<file path="config.mk">
export PLATFORM = sky130hd
export DESIGN_NAME = dual_rail_tx
export DESIGN_NICKNAME = d
export VERILOG_FILES = /design/src/rtl/dual_rail_pkg.sv /design/src/rtl/dual_rail_tx_bit_sync.sv /design/src/rtl/dual_rail_tx.sv
export SDC_FILE = /design/constraint.sdc
export NUM_CORES = 1
export LEC_CHECK = 0
export BUFFER_PORTS_ARGS = -buffer_cell sky130_fd_sc_hd__buf_2
export CAP_MARGIN = 10
export CORE_MARGIN = 10
export CORE_UTILIZATION = 36
export CTS_CLUSTER_SIZE = 20
export DETAILED_ROUTE_END_ITERATION = 8
export PLACE_DENSITY = 0.61
export SYNTH_ARGS = -nofsm -noshare
export SYNTH_HDL_FRONTEND = slang
export SYNTH_HIERARCHICAL = 1
export SYNTH_SLANG_ARGS = --single-unit
export TNS_END_PERCENT = 10
</file>
<file path="constraint.sdc">
create_clock -name clk -period 2.18 [get_ports clk]
set_input_delay 0.218 -clock clk [delete_from_list [all_inputs] [get_ports clk]]
set_output_delay 0.218 -clock clk [all_outputs]
set_load 0.02 [all_outputs]
</file>
<file path="src/rtl/dual_rail_pkg.sv">
// dual_rail_pkg: shared definitions for the dual-rail transmitter.
//   - enc_t / ENC_FP / ENC_TP : link encoding selectors ("FP" four-phase, "TP" two-phase)
//   - RAIL_T / RAIL_F         : rail indices within a bit pair (true / false rail)
//   - SPACER                  : four-phase return-to-zero rail pair
//   - state_t                 : transmitter FSM states
//   - dr_encode()             : single bit -> one-hot rail pair
package dual_rail_pkg;

  typedef logic [15:0] enc_t;

  // Two-character ASCII tags so the parameter can be given as "FP" / "TP".
  localparam enc_t ENC_FP = 16'h4650;
  localparam enc_t ENC_TP = 16'h5450;

  localparam int RAIL_T = 1;
  localparam int RAIL_F = 0;

  localparam logic [1:0] SPACER = 2'b00;

  typedef enum logic [1:0] {
    ST_IDLE   = 2'b00,
    ST_DATA   = 2'b01,
    ST_SPACER = 2'b10,
    ST_WAIT   = 2'b11
  } state_t;

  // One-hot rail pair for a data bit: true rail for 1, false rail for 0.
  function automatic logic [1:0] dr_encode(input logic b);
    logic [1:0] pair;
    pair         = 2'b00;
    pair[RAIL_T] = b;
    pair[RAIL_F] = ~b;
    return pair;
  endfunction

endpackage

</file>
<file path="src/rtl/dual_rail_tx_bit_sync.sv">
// bit_sync: multi-flop synchronizer for a single asynchronous level.
//   clk   in  destination clock
//   rst_n in  asynchronous active-low reset (chain clears to 0)
//   d     in  asynchronous input
//   q     out synchronized output, STAGES clock edges after d settles
module bit_sync #(
  parameter int STAGES = 2
) (
  input  logic clk,
  input  logic rst_n,
  input  logic d,
  output logic q
);

  logic [STAGES-1:0] sync_r;

  // Shift the asynchronous level through the flop chain.
  always_ff @(posedge clk or negedge rst_n) begin
    if (!rst_n) begin
      sync_r <= '0;
    end else begin
      sync_r <= {sync_r[STAGES-2:0], d};
    end
  end

  assign q = sync_r[STAGES-1];

endmodule

</file>
<file path="src/rtl/dual_rail_tx.sv">
// dual_rail_tx: clocked transmitter onto a dual-rail delay-insensitive link.
// Accepts single-rail words on a valid/ready handshake, encodes each bit onto
// a rail pair and sequences a four-phase (return-to-spacer) or two-phase
// (transition) protocol against a synchronized acknowledge.
//   clk      in  system clock
//   rst_n    in  asynchronous active-low reset
//   in_data  in  word to transmit (sampled only in the accept cycle)
//   in_valid in  in_data valid
//   in_ready out transmitter can accept a word (registered)
//   out      out dual-rail link, [bit][rail], registered
//   ack      in  receiver acknowledge, asynchronous to clk
//   busy     out token in flight
//   err      out sticky ack-wait timeout flag, cleared only by reset
import dual_rail_pkg::*;

module dual_rail_tx #(
  parameter enc_t ENC         = ENC_FP,
  parameter int   WIDTH       = 2,
  parameter int   RAIL_NUM    = 2,
  parameter int   SYNC_STAGES = 2,
  parameter int   TIMEOUT     = 1024
) (
  input  logic                               clk,
  input  logic                               rst_n,
  input  logic [WIDTH-1:0]                   in_data,
  input  logic                               in_valid,
  output logic                               in_ready,
  output logic [WIDTH-1:0][RAIL_NUM-1:0]     out,
  input  logic                               ack,
  output logic                               busy,
  output logic                               err
);

  localparam logic IS_TP = (ENC == ENC_TP);
  localparam int   CNT_W = $clog2(TIMEOUT);
  localparam logic [CNT_W-1:0] CNT_LAST = CNT_W'(TIMEOUT - 1);

  state_t                            state_r;
  logic [WIDTH-1:0][RAIL_NUM-1:0]    out_r;
  logic [WIDTH-1:0][RAIL_NUM-1:0]    cw_s;
  logic [CNT_W-1:0]                  cnt_r;
  logic                              exp_ack_r;
  logic                              in_ready_r;
  logic                              busy_r;
  logic                              err_r;
  logic                              ack_s;

  bit_sync #(.STAGES(SYNC_STAGES)) u_ack_sync (
    .clk   (clk),
    .rst_n (rst_n),
    .d     (ack),
    .q     (ack_s)
  );

  // Codeword to launch on accept. Two-phase toggles exactly one rail per
  // bit relative to the current rail levels; four-phase drives it directly.
  generate
    if (IS_TP) begin : g_tp
      for (genvar i = 0; i < WIDTH; i++) begin : g_bit
        assign cw_s[i] = out_r[i] ^ dr_encode(in_data[i]);
      end
    end else begin : g_fp
      for (genvar i = 0; i < WIDTH; i++) begin : g_bit
        assign cw_s[i] = dr_encode(in_data[i]);
      end
    end
  endgenerate

  // Protocol FSM with timeout counter and registered link/handshake outputs.
  // The counter saturates at its last value once err is raised; the FSM
  // keeps waiting for ack regardless of err.
  always_ff @(posedge clk or negedge rst_n) begin
    if (!rst_n) begin
      state_r    <= ST_IDLE;
      out_r      <= '0;
      cnt_r      <= '0;
      exp_ack_r  <= 1'b0;
      in_ready_r <= 1'b0;
      busy_r     <= 1'b0;
      err_r      <= 1'b0;
    end else begin
      case (state_r)
        ST_IDLE: begin
          if (in_valid && in_ready_r) begin
            out_r      <= cw_s;
            exp_ack_r  <= ~ack_s;
            cnt_r      <= '0;
            in_ready_r <= 1'b0;
            busy_r     <= 1'b1;
            if (IS_TP) begin
              state_r <= ST_WAIT;
            end else begin
              state_r <= ST_DATA;
            end
          end else begin
            in_ready_r <= 1'b1;
            busy_r     <= 1'b0;
          end
        end
        ST_DATA: begin
          if (ack_s) begin
            out_r   <= {WIDTH{SPACER}};
            cnt_r   <= '0;
            state_r <= ST_SPACER;
          end else if (cnt_r == CNT_LAST) begin
            err_r <= 1'b1;
          end else begin
            cnt_r <= cnt_r + CNT_W'(1);
          end
        end
        ST_SPACER: begin
          if (!ack_s) begin
            cnt_r      <= '0;
            in_ready_r <= 1'b1;
            busy_r     <= 1'b0;
            state_r    <= ST_IDLE;
          end else if (cnt_r == CNT_LAST) begin
            err_r <= 1'b1;
          end else begin
            cnt_r <= cnt_r + CNT_W'(1);
          end
        end
        ST_WAIT: begin
          if (ack_s == exp_ack_r) begin
            cnt_r      <= '0;
            in_ready_r <= 1'b1;
            busy_r     <= 1'b0;
            state_r    <= ST_IDLE;
          end else if (cnt_r == CNT_LAST) begin
            err_r <= 1'b1;
          end else begin
            cnt_r <= cnt_r + CNT_W'(1);
          end
        end
        default: begin
          state_r    <= ST_IDLE;
          out_r      <= '0;
          cnt_r      <= '0;
          in_ready_r <= 1'b0;
          busy_r     <= 1'b0;
        end
      endcase
    end
  end

  assign out      = out_r;
  assign in_ready = in_ready_r;
  assign busy     = busy_r;
  assign err      = err_r;

endmodule
</file>
Word-level counts from Yosys, hierarchy flattened
Index checks and enable logic that the tools add are counted.
{"block": "op_classes", "n_reduce_logical": 10, "eq_ne": 12, "n_addsub": 1, "div_mod_pow": 0, "order_cmp": 0, "bitwise": 3, "n_mul": 0, "n_mux": 27, "n_shift": 0}
{"cell": "10-bit two-way mux", "n": 5}
{"cell": "10-bit case mux with 4 select lines", "n": 1}
{"cell": "10-bit by 1-bit adder with 10-bit output (second input constant)", "n": 1}
{"cell": "10-bit == test (second input constant)", "n": 1}
{"cell": "1-bit two-way mux", "n": 10}
{"cell": "2-bit inequality test (second input constant)", "n": 5}
{"cell": "1-bit case mux with 3 select lines", "n": 3}
{"cell": "2-bit two-way mux", "n": 4}
{"cell": "4-bit two-way mux", "n": 2}
{"cell": "2-bit case mux with 4 select lines", "n": 1}
{"cell": "4-bit case mux with 2 select lines", "n": 1}
{"cell": "4-bit AND reduction", "n": 2}
{"cell": "3-bit AND reduction", "n": 2}
{"cell": "3-bit nonzero test", "n": 2}
{"cell": "2-bit == test (second input constant)", "n": 2}
{"cell": "2-bit by 1-bit inequality test with 1-bit output (second input constant)", "n": 2}
{"cell": "1-bit inverter", "n": 3}
{"cell": "2-bit by 1-bit == test with 1-bit output (second input constant)", "n": 1}
{"cell": "2-bit zero test", "n": 1}
{"cell": "2-bit AND reduction", "n": 1}
{"cell": "2-bit nonzero test", "n": 1}
{"cell": "1-bit == test", "n": 1}
{"cell": "1-bit logical AND", "n": 1}
{"block": "totals", "ff_bits": 22, "elab_cells": 62, "in_bits": 6, "out_inout_bits": 7, "romBits": 0, "n_memories": 0, "latchBits": 0, "mem_bits_rw": 0}

Logic depth before layout (Yosys ltp)
Gate-level depths: netlist of run 1.
{"block": "depth", "word_depth": 4, "depth_mapped": 5, "ltp_nobuf": 5}

By module
Netlist of run 1, hierarchy kept.
{"mod": "dual_rail_tx", "seq_area_each_um2": 500.5, "instances": 1, "area_each_um2": 1081.0, "cells_per_inst": 103}
{"mod": "bit_sync", "seq_area_each_um2": 50.0, "instances": 1, "area_each_um2": 50.0, "cells_per_inst": 2}

Worst setup path after synthesis of run 1
Ideal clock, no wire load.
{"block": "synth_path", "path_type": "reg-to-reg", "from": "register cnt_r[0]", "to": "register cnt_r[7]", "setup_time_ns": 0.078, "path_slack_ns": 0.622, "t_required_ns": 2.102, "synth_period_minus_slack_ns": 1.558, "arrival_time_ns": 1.480, "path_buffers": 0, "path_stages_with_launch": 6, "cell_sequence": "dfrtp_1 -> ha_1 -> nand4_2 -> o31ai_2 -> or4_1 -> a21oi_1"}
{"block": "synth_via", "elab_chain_len": 4, "word_cells_on_any_way": 7, "classes_between": "add/sub: 1; eq/ne: 1; mux: 5"}
{"item": "start, declared", "line": "dual_rail_tx.sv:41", "source": "logic [CNT_W-1:0] cnt_r;"}
{"item": "start signal, assigned", "line": "dual_rail_tx.sv:108", "source": "cnt_r <= cnt_r + CNT_W'(1);"}
{"item": "start signal, assigned", "line": "dual_rail_tx.sv:120", "source": "cnt_r <= cnt_r + CNT_W'(1);"}
{"item": "start signal, assigned", "line": "dual_rail_tx.sv:132", "source": "cnt_r <= cnt_r + CNT_W'(1);"}
{"item": "10-bit by 1-bit adder with 10-bit output / 10-bit == test (equally long branches)"}
{"item": "10-bit two-way mux *", "line": "dual_rail_tx.sv:105, dual_rail_tx.sv:117, dual_rail_tx.sv:129"}
{"item": "10-bit two-way mux, on equally long branches", "line": "dual_rail_tx.sv:124, dual_rail_tx.sv:101, dual_rail_tx.sv:112"}
{"item": "10-bit case mux with 4 select lines *", "line": "dual_rail_tx.sv:82", "source": "case (state_r)"}
Mark *: on every way between the ends. The rest lies on a longest branch, timed or not.
A chain may end at the register's enable or synchronous reset.

Final worst setup path of run 1
{"block": "layout_path", "from": "register cnt_r[0]", "to": "register cnt_r[5]"}
Same word-level chain as after synthesis.

==> results of run 1 <==
-- final cells by class --
class                      count  area, um2
fill                         299       1740
sequential                    22        551
multi-input combinational     75        539
timing repair buffer          15       87.6
tap                           44       55.1
clock buffer                   4       36.3
inverter                       5       18.8
-- sequential cells by signal (all words and copies together), names as in the netlist --
name and flops:
u_ack_sync/sync_r 2, out 4, cnt_r 10, in_ready 1, exp_ack_r 1, busy 1
err 1, state_r 2
-- critical path, stage by stage (launching register included) --
cell	delay, ps
dfrtp_1	430
ha_1	240
nand4_2	190
o31ai_2	500
o21ai_0	170
a21oi_1	170
-- power breakdown --
| part | internal [uW] | total, uW | switching, uW | leakage [uW] |
|---|---|---|---|---|
| Sequential | 499 | 628 | 129 | 0.000288 |
| Combinational | 243 | 580 | 337 | 0.000234 |
| Clock | 102 | 225 | 123 | 0.0000210 |
| Total | 844 | 1430 | 589 | 0.000543 |
-- worst max path at each step --
stage	end	startpoint	slack, ps
after floorplan	cnt_r[7]$_DFFE_PN0P_	cnt_r[0]$_DFFE_PN0P_	620
after global placement	cnt_r[5]$_DFFE_PN0P_	cnt_r[0]$_DFFE_PN0P_	520
after detailed placement	cnt_r[5]$_DFFE_PN0P_	cnt_r[0]$_DFFE_PN0P_	440
after CTS	cnt_r[5]$_DFFE_PN0P_	cnt_r[0]$_DFFE_PN0P_	400
after global routing	cnt_r[5]$_DFFE_PN0P_	cnt_r[1]$_DFFE_PN0P_	250
final	cnt_r[5]$_DFFE_PN0P_	cnt_r[0]$_DFFE_PN0P_	410
-- metal layers --
layer	wire, um	GRT usage, %
met4	46	4.46
met2	1080	12.2
met1	1090	9.81
met5	0	0
met3	65	1.30
-- layout by cell type, fill, tap and decap left out, drive strengths merged, types with 2 or more instances in the layout --
master / instances
nand2: 9
o211ai: 2
a22oi: 2
nor3: 2
buf: 13
a22o: 4
o31ai: 2
or4: 3
nand4: 2
inv: 5
nor2: 4
clkbuf: 4
nand2b: 2
nand3: 4
or3: 3
xor2: 2
dlygate4sd3: 2
o2bb2ai: 2
a211oi: 2
o21ai: 6
dfrtp: 22
a21oi: 7
-- stage by stage --
stage,instance area (um2),hold slack (ps),power [uW],std cells
5_1_grt,1290,84.6,1530,165
3_5_place_dp,1230,209,1210,159
3_3_place_gp,1230,210,1200,159
4_1_cts,1280,4.51,1440,164
6_report,1290,83.8,1430,165
2_1_floorplan,1130,-77.6,1080,105
-- cells by family (layout without fill, tap and decap cells) --
kind of cell,after synthesis,count (layout)
compound gates,38,38
simple gates,33,33
flops,22,22
buf+inv,8,24
xor+xnor,2,2
fa+ha+maj,1,1
mux,1,1
==> impl_metrics.py, run 1 <==
metrics = {
    "power": {
        "cellLeakagePower_uw": 0.000543,
        "power_density_mw_per_mm2": 1110,
        "vdd.ir_drop.worst_v": 0.000514,
    },
    "sta": {
        "finalHoldViolCount": 0,
        "relSlewSlack_pct": 60.7,
        "clock.fmax_mhz": 565,
        "finalWorstSetupSlack_ps": 410,
        "finalSetupViolCount": 0,
        "tightestPinTransition_ps": 590,
        "tns_ps": 0,
        "period_share_pct": 81.2,
        "maxSlewViolCount": 0,
        "fin_skew_ps": 6.15,
        "rsz0062_at_grt": "false",
        "period_minus_slack_ps": 1770,
    },
    "synth": {
        "ys_ff_latch": 22,
        "yosysSeqAreaShare_pct": 48.7,
        "synthArstFlopShare_pct": 100,
        "syn-cell-area_mm2": 0.00113,
        "ys_warn_count": 6,
        "synth_edf_count": 0,
        "synthMuxAreaShare_pct": 0.885,
        "synth_top_family_by_area": "compound AO/OA/AOI/OAI gates",
        "synth-simple-area-share_pct": 15.9,
        "syn_avg_cell_area_um2": 10.8,
        "synth_xor_area_share_pct": 1.55,
        "synth_adder_area_share_pct": 1.11,
        "yosysMostFrequentCell": "dfrtp_1",
        "synth_top_area_share_pct": 48.7,
        "synthesis.nets": 112,
        "yosys-top-cells-count": "dfrtp_1, nand2_1, a21oi_1",
        "synthTopCellsByArea": "dfrtp_1, a21oi_1, a22o_1",
        "syn_inst": 105,
        "synth_largest_area_cell": "dfrtp_1",
        "synth_compound_area_share_pct": 28.2,
        "ys_types": 44,
        "ys.flop_type": "dfrtp_1",
    },
    "cts": {
        "cts_tree": "yes",
        "cts.htree.levels": 1,
        "numCtsBuffers": 3,
        "clkTransAtPathRegs_ps": 120,
        "root_buffer": "clkbuf_4",
        "holdBufCountCts": 1,
        "clock_path_buffers": 2,
        "clkSinkCount": 22,
        "cts.repair_timing.setup_buffer_count": 0,
        "cts_resized": 0,
        "clk_latency_ps": 310,
    },
    "drt": {
        "first_pass_iters": 4,
        "vias_per_cell": 5.33,
        "vias": 879,
        "drc": 0,
        "drt_iter0_drc": 30,
        "wire_per_inst_um": 13.8,
        "antenna_left": 0,
        "drt_wl_total_mm": 2.28,
    },
    "critical_path": {
        "rrSetupSlack_ps": 410,
        "crit-reg2reg-launch": "cnt_r[0]$_DFFE_PN0P_",
        "rr_worst_depth": 5,
        "arrival_ps": 2010,
        "cp_max_fo": 7,
        "worstSetupPathType": "register to register",
        "required_ps": 2420,
        "setup.worst_path.end_class": "register",
        "startpoint_type": "register",
        "rr_endpoint": "cnt_r[5]$_DFFE_PN0P_",
    },
    "die": {
        "die_h_um": 76.1,
        "die_area_mm2": 0.00578,
        "start_util_pct": 37.4,
        "rows": 20,
        "io_pins": 13,
        "coreArea_mm2": 0.00303,
        "die_w_um": 76.1,
    },
    "global_routing": {
        "antenna_found_initial": 0,
        "grt_pass1_vias": 822,
        "grt_pass1_wl_mm": 3.84,
        "grt_max_degree": 23,
        "overflow": 0,
        "grt_usage_pct": 7.77,
    },
    "placement": {
        "place_congestion": 0.761,
        "dp_slack_ps": 445,
        "dp_hpwl_mm": 1.68,
        "io_buffers": 12,
    },
    "worst_hold_path": {
        "min_to": "out[0]$_DFFE_PN0P_",
        "worstHoldStart": "in_data[0]",
        "hold_path_class": "input pin to register",
        "hold_depth": 2,
    },
    "layout": {
        "final_util_pct": 42.5,
        "drive_gt1_share_pct": 21.5,
        "area_growth_pct": 13.8,
        "final_nets": 129,
        "diodes": 0,
    },
    "status": {
        "status": "completed",
    },
    "flow_run": {
        "maxCapViolations": 0,
    },
}
(Power assumes the default switching activity.)
==> run 2, diff against run 1 <==
--- a/config.mk
+++ b/config.mk
@@ -5,13 +5,14 @@
 export SDC_FILE = /design/constraint.sdc
 export NUM_CORES = 1
 export LEC_CHECK = 0
+export ABC_AREA = 1
 export BUFFER_PORTS_ARGS = -buffer_cell sky130_fd_sc_hd__buf_2
 export CAP_MARGIN = 10
 export CORE_MARGIN = 10
 export CORE_UTILIZATION = 36
 export CTS_CLUSTER_SIZE = 20
 export DETAILED_ROUTE_END_ITERATION = 8
-export PLACE_DENSITY = 0.61
+export PLACE_DENSITY = 0.63
 export SYNTH_ARGS = -nofsm -noshare
 export SYNTH_HDL_FRONTEND = slang
 export SYNTH_HIERARCHICAL = 1
==> constraint.sdc (replaced) <==
create_clock -name clk -period 1.52 [get_ports clk]
set_input_delay 0.152 -clock clk [delete_from_list [all_inputs] [get_ports clk]]
set_output_delay 0.152 -clock clk [all_outputs]
set_load 0.02 [all_outputs]
==> run 2 against run 1 <==
  * Clock power is 18% higher
  * Cell count is 7.9% higher
  * Critical endpoint is now cnt_r[6]$_DFFE_PN0P_
  * Critical path type unchanged
  * Routed wire length is 4.1% lower
  * Clock skew hardly changed
==> impl_metrics.py, run 2 <==
metrics = {
    "synth": {
        "synth_largest_area_cell": "dfrtp_1",
        "syn-cell-area_mm2": 0.00110,
        "ys_warn_count": 6,
        "synth_top_area_share_pct": 50.2,
        "ys_ff_latch": 22,
        "syn_inst": 128,
        "yosysMostFrequentCell": "nand2_1",
        "synthTopCellsByArea": "dfrtp_1, nand2_1, nand3_1",
        "synth_edf_count": 0,
        "syn_avg_cell_area_um2": 8.57,
        "yosysSeqAreaShare_pct": 50.2,
        "yosys-top-cells-count": "nand2_1, dfrtp_1, inv_1",
        "ys.flop_type": "dfrtp_1",
        "ys_types": 27,
        "synthesis.nets": 135,
        "synthArstFlopShare_pct": 100,
    },
    "drt": {
        "drt_wl_total_mm": 2.19,
        "antenna_left": 0,
        "wire_per_inst_um": 12.3,
        "drc": 0,
        "vias_per_cell": 4.99,
        "drt_iter0_drc": 18,
        "first_pass_iters": 4,
        "vias": 889,
    },
    "sta": {
        "fin_skew_ps": 5.94,
        "period_share_pct": 92.8,
        "clock.fmax_mhz": 709,
        "finalHoldViolCount": 0,
        "maxSlewViolCount": 0,
        "relSlewSlack_pct": 67.1,
        "tightestPinTransition_ps": 493,
        "finalWorstSetupSlack_ps": 110,
        "finalSetupViolCount": 0,
        "period_minus_slack_ps": 1410,
    },
    "placement": {
        "io_buffers": 12,
        "dp_cells": 170,
        "place_congestion": 0.821,
        "dp_slack_ps": 97.7,
        "dp_hpwl_mm": 1.62,
    },
    "layout": {
        "drive_gt1_share_pct": 27.2,
        "area_growth_pct": 14.9,
        "seqCellArea_um2": 551,
        "largest_reg_flops": 10,
        "final_nets": 156,
        "fill_cells": 274,
        "final_cell_mix": "nand2_1, dfrtp_1, inv_1, buf_2, nand3_1",
        "diodes": 0,
        "final_cells": 178,
        "regMostFlops": "cnt_r",
        "multi_input_area_um2": 489,
        "final_common_cell": "nand2_1",
    },
    "cts": {
        "clk_latency_ps": 300,
        "cts_tree": "yes",
        "clkSinkCount": 22,
        "clock_path_buffers": 2,
        "root_buffer": "clkbuf_4",
        "clkTransAtPathRegs_ps": 120,
        "numCtsBuffers": 3,
        "cts.htree.levels": 1,
    },
    "critical_path": {
        "startpoint_type": "register",
        "worstSetupPathType": "register to register",
        "cp_slowest_cell": "dfrtp_1",
        "slowest_delay_ps": 410,
        "required_ps": 1730,
        "setup.worst_path.end_class": "register",
        "rrSetupSlack_ps": 110,
        "arrival_ps": 1620,
        "worstPathCellList": "ha_2, nand3_2, nor2_4, nand3_1, nand2_1, nand2_1, o21ai_1, inv_1",
        "rr_endpoint": "cnt_r[6]$_DFFE_PN0P_",
        "critPathTopFamily": "simple AND/OR/NAND/NOR gates",
        "worst_path_most_repeated_cell": "nand2_1",
        "cp_max_fo": 5,
        "crit-reg2reg-launch": "cnt_r[1]$_DFFE_PN0P_",
        "crit_buf_inv": 1,
        "rr_worst_depth": 8,
    },
    "die": {
        "rows": 19,
        "coreArea_mm2": 0.00283,
        "die_area_mm2": 0.00566,
        "die_h_um": 75.2,
        "die_w_um": 75.2,
        "io_pins": 13,
        "start_util_pct": 38.8,
    },
    "worst_hold_path": {
        "worstHoldStart": "in_data[1]",
        "min_to": "out[3]$_DFFE_PN0P_",
        "hold_depth": 3,
        "hold_path_class": "input pin to register",
    },
    "global_routing": {
        "antenna_found_initial": 0,
        "grt_max_degree": 23,
        "grt_usage_pct": 8.41,
        "grt_pass1_vias": 865,
        "grt_pass1_wl_mm": 3.80,
        "overflow": 0,
    },
    "power": {
        "vdd.ir_drop.worst_v": 0.000935,
        "cellLeakagePower_uw": 0.000614,
        "power_density_mw_per_mm2": 1440,
    },
    "flow_run": {
        "maxCapViolations": 0,
    },
    "status": {
        "status": "completed",
    },
}
==> run 2: cell count changes after synthesis, sizes merged, moves of 3 or more <==
cell   change
nand2     +30
inv        +9
nand3     +10
or3        -3
a22o       -4
a21oi      -3
nor2      +11
or4        -3
==> run 2: per-stage QoR <==
step	power [uW]	instance area, um2	TNS (ps)	hold WS, ps	utilization (%)
after floorplan	1340	1100	0	-144	-
after global placement	1530	1190	0	146	42.1
after detailed placement	1550	1190	0	147	42.1
after CTS	1820	1230	0	97.0	43.6
after global routing	1970	1260	-0.182	118	44.6
final	1820	1260	0	110	44.6
==> run 2: layer usage <==
metal | vias to the layer above | part of all wire (%) | track usage (%) | wire (um)
li1 | 455 | - | - | -
met1 | 421 | 48 | 10.6 | 1060
met2 | 13 | 48 | 13.6 | 1050
met3 | 0 | 3.5 | 2.50 | 77
met4 | 0 | 0 | 2.47 | 0
met5 | - | 0 | 0 | 0
==> run 2: final cells by class <==
type,count,area share [%]
repair buffers,17,8.13
inverters,15,4.56
clock buffers,3,1.79
well taps,31,3.08
flip-flops and latches,22,43.7
multi-input cells,90,38.8
==> run 2: cell families (layout without fill, tap and decap cells) <==
logic type / Yosys count / count (layout) / synth area share (%)
buffers and inverters: 17 / 35 / 6.38
adders and majority gates: 1 / 1 / 1.14
and+or+nand+nor: 74 / 75 / 34.7
DFF: 22 / 22 / 50.2
AOI/OAI and AO/OA: 14 / 14 / 7.64
==> run 2: worst reg2reg max path: stages, from the launching register on <==
cell and delay (ps):
dfrtp_1 410, ha_2 220, nand3_2 110, nor2_4 180, nand3_1 130, nand2_1 100
nand2_1 60, o21ai_1 70, inv_1 50
==> run 2: power by group <==
group	total (uW)	switching [uW]	internal (uW)
combinational	722	468	254
sequential	829	109	720
clock	266	173	92.5
==> run 2: worst max-delay path by stage <==
stage | from | to | slack, ps | cells past startpoint
after floorplan | cnt_r[0]$_DFFE_PN0P_ | cnt_r[7]$_DFFE_PN0P_ | 240 | 8
after global placement | cnt_r[0]$_DFFE_PN0P_ | cnt_r[7]$_DFFE_PN0P_ | 180 | 8
after detailed placement | cnt_r[0]$_DFFE_PN0P_ | cnt_r[7]$_DFFE_PN0P_ | 100 | 8
after CTS | cnt_r[0]$_DFFE_PN0P_ | cnt_r[7]$_DFFE_PN0P_ | 80 | 8
after global routing | cnt_r[1]$_DFFE_PN0P_ | cnt_r[7]$_DFFE_PN0P_ | -0.2 | 8
final | cnt_r[1]$_DFFE_PN0P_ | cnt_r[6]$_DFFE_PN0P_ | 110 | 8
==> run 2: what timing repair did <==
action,CTS,global route
gates resized for setup,0,1
buffers inserted,0,2
hold endpoints to repair,23,0
hold buffers,2,0
endpoints found under the setup margin,0,6
==> run 3, diff against run 2 <==
--- a/config.mk
+++ b/config.mk
@@ -8,10 +8,12 @@
 export ABC_AREA = 1
 export BUFFER_PORTS_ARGS = -buffer_cell sky130_fd_sc_hd__buf_2
 export CAP_MARGIN = 10
+export CORE_ASPECT_RATIO = 1.1
 export CORE_MARGIN = 10
 export CORE_UTILIZATION = 36
 export CTS_CLUSTER_SIZE = 20
 export DETAILED_ROUTE_END_ITERATION = 8
+export MAX_ROUTING_LAYER = met4
 export PLACE_DENSITY = 0.63
 export SYNTH_ARGS = -nofsm -noshare
 export SYNTH_HDL_FRONTEND = slang
==> constraint.sdc (replaced) <==
create_clock -name clk -period 1.52 [get_ports clk]
set_input_delay 0.076 -clock clk [delete_from_list [all_inputs] [get_ports clk]]
set_output_delay 0.076 -clock clk [all_outputs]
set_load 0.02 [all_outputs]
==> run 3 against run 2 <==
  * Combinational power decreased by 2%
  * Sequential power grew 1%
  * Clock skew down 1.8 ps
  * Largest power group unchanged
==> impl_metrics.py, run 3 (synthesis results as in run 2) <==
metrics = {
    "power": {
        "p_seq_share_pct": 46.3,
        "swShare_pct": 41.9,
        "p_comb_share_pct": 39.0,
        "vdd.ir_drop.worst_v": 0.000936,
        "finalPower_uw": 1810,
        "pwr-share-clk_pct": 14.8,
        "internal_power_uw": 1050,
        "p_switching_uw": 759,
        "power_density_mw_per_mm2": 1430,
        "cellLeakagePower_uw": 0.000601,
    },
    "drt": {
        "wl_met2_mm": 1.14,
        "antenna_left": 0,
        "drt_wl_total_mm": 2.30,
        "vias_per_cell": 5.05,
        "wire_per_inst_um": 13.0,
        "highest_layer": "met4",
        "drc": 0,
        "first_pass_iters": 4,
        "wl_met3_um": 75,
        "drt_iter0_drc": 25,
        "vias": 894,
        "met1_length_mm": 1.06,
    },
    "placement": {
        "dp_hpwl_mm": 1.64,
        "place_area_mm2": 0.00119,
        "place_congestion": 0.843,
        "dp_cells": 171,
        "io_buffers": 12,
    },
    "sta": {
        "clock.fmax_mhz": 702,
        "fin_skew_ps": 4.17,
        "hold_slack_ps": 30.1,
        "finalSetupViolCount": 0,
        "rsz0062_at_grt": "true",
        "finalHoldViolCount": 0,
        "tns_ps": 0,
        "tightestPinTransition_ps": 488,
        "period_minus_slack_ps": 1420,
        "period_share_pct": 93.7,
        "maxSlewViolCount": 0,
        "relSlewSlack_pct": 67.4,
    },
    "critical_path": {
        "setup.worst_path.end_class": "register",
        "arrival_ps": 1680,
        "crit_buf_inv": 1,
        "worstSetupPathType": "register to register",
        "worstPathCellList": "ha_4, nand3_2, nor2_4, nand3_4, clkinv_2, nand2_2, nand2_2, nand2_1, nand2_1",
        "slowest_delay_ps": 450,
        "startpoint_type": "register",
        "critPathTopFamily": "simple AND/OR/NAND/NOR gates",
        "cp_slowest_cell": "dfrtp_1",
        "cp_max_fo": 5,
        "required_ps": 1780,
    },
    "layout": {
        "design_area_mm2": 0.00126,
        "drive_gt1_share_pct": 27.1,
        "largest_reg_flops": 10,
        "final_common_cell": "nand2_1",
        "final_cell_mix": "nand2_1, dfrtp_1, inv_1, buf_2, nor2_1",
        "diodes": 0,
        "regMostFlops": "cnt_r",
        "area_growth_pct": 14.9,
        "final_nets": 153,
        "final_cells": 177,
    },
    "global_routing": {
        "antenna_found_initial": 0,
        "grt_max_degree": 23,
        "overflow": 0,
        "grt_pass1_vias": 848,
        "grt_pass1_wl_mm": 3.78,
        "grt_usage_pct": 8.28,
    },
    "die": {
        "coreArea_mm2": 0.00285,
        "rows": 20,
        "io_pins": 13,
        "die_w_um": 72.6,
        "die_area_mm2": 0.00566,
        "start_util_pct": 38.5,
        "die_h_um": 77.9,
    },
    "cts": {
        "cts.htree.levels": 1,
        "clkSinkCount": 22,
        "root_buffer": "clkbuf_4",
        "cts.repair_timing.setup_buffer_count": 0,
        "clkTransAtPathRegs_ps": 120,
        "clk_latency_ps": 310,
        "cts_tree": "yes",
        "numCtsBuffers": 3,
        "clock_path_buffers": 2,
    },
    "status": {
        "status": "completed",
    },
    "worst_hold_path": {
        "hold_path_class": "input pin to register",
    },
    "flow_run": {
        "maxCapViolations": 0,
    },
}
run 3: changes by cell type in the layout (fill, tap and decap cells not counted):
cell | previous run | this run
nand3_2 | 4 | 6
ha_4 | 0 | 1
buf_4 | 3 | 0
nand3_1 | 10 | 8
ha_2 | 1 | 0
run 3: area by class of cell:
cell class / instances / area (um2)
clock buffers: 3 / 22.5
fillers: 305 / 1590
well taps: 33 / 41.3
flip-flops and latches: 22 / 551
inverters: 15 / 57.6
multi-input cells: 90 / 509
repair buffers: 14 / 80.1
run 3: layer usage:
layer | vias up | GRT usage (%)
met5 | - | -
met3 | 5 | 2.29
li1 | 444 | -
met1 | 429 | 9.78
met4 | 0 | 2.85
met2 | 16 | 13.1
run 3: tightest hold or removal path, cell delays in order:
cell     delay, ps
buf_2           70
nor2_1          40
a21oi_1        110
run 3: metrics by stage:
step	setup WS [ps]	util, %
global route	-33.0	44.2
CTS	102	43.1
floorplan	244	-
global placement	171	41.6
finish	95.3	44.2
detailed placement	122	41.6
run 3: power by group through the flow:
stage               registers, uW  clock network (uW)  logic [uW]
floorplan                     910                   0         435
global placement              827                   0         679
detailed placement            834                   0         690
CTS                           825                 271         697
global route                  864                 293         804
finish                        837                 267         706
run 3: final timing paths:
kind / cells after the start / slack (ps) / startpoint / to
setup / recovery: 9 / 100 / cnt_r[1]$_DFFE_PN0P_ / cnt_r[0]$_DFFE_PN0P_
hold / removal: 3 / 30 / in_data[1] / out[3]$_DFFE_PN0P_
setup reg to reg: 9 / 100 / cnt_r[1]$_DFFE_PN0P_ / cnt_r[0]$_DFFE_PN0P_
hold reg to reg: 0 / 360 / u_ack_sync/sync_r[0]$_DFF_PN0_ / u_ack_sync/sync_r[1]$_DFF_PN0_
max in group asynchronous: 2 / 940 / rst_n / busy$_DFFE_PN0P_
min in group asynchronous: 2 / 240 / rst_n / cnt_r[4]$_DFFE_PN0P_
run 3: timing repair:
| item | 4_1_cts | 5_1_grt |
|---|---|---|
| setup endpoints to repair | 0 | 5 |
| hold buffers | 2 | 0 |
| hold endpoints to repair | 23 | 0 |
| gates resized for setup | 0 | 4 |
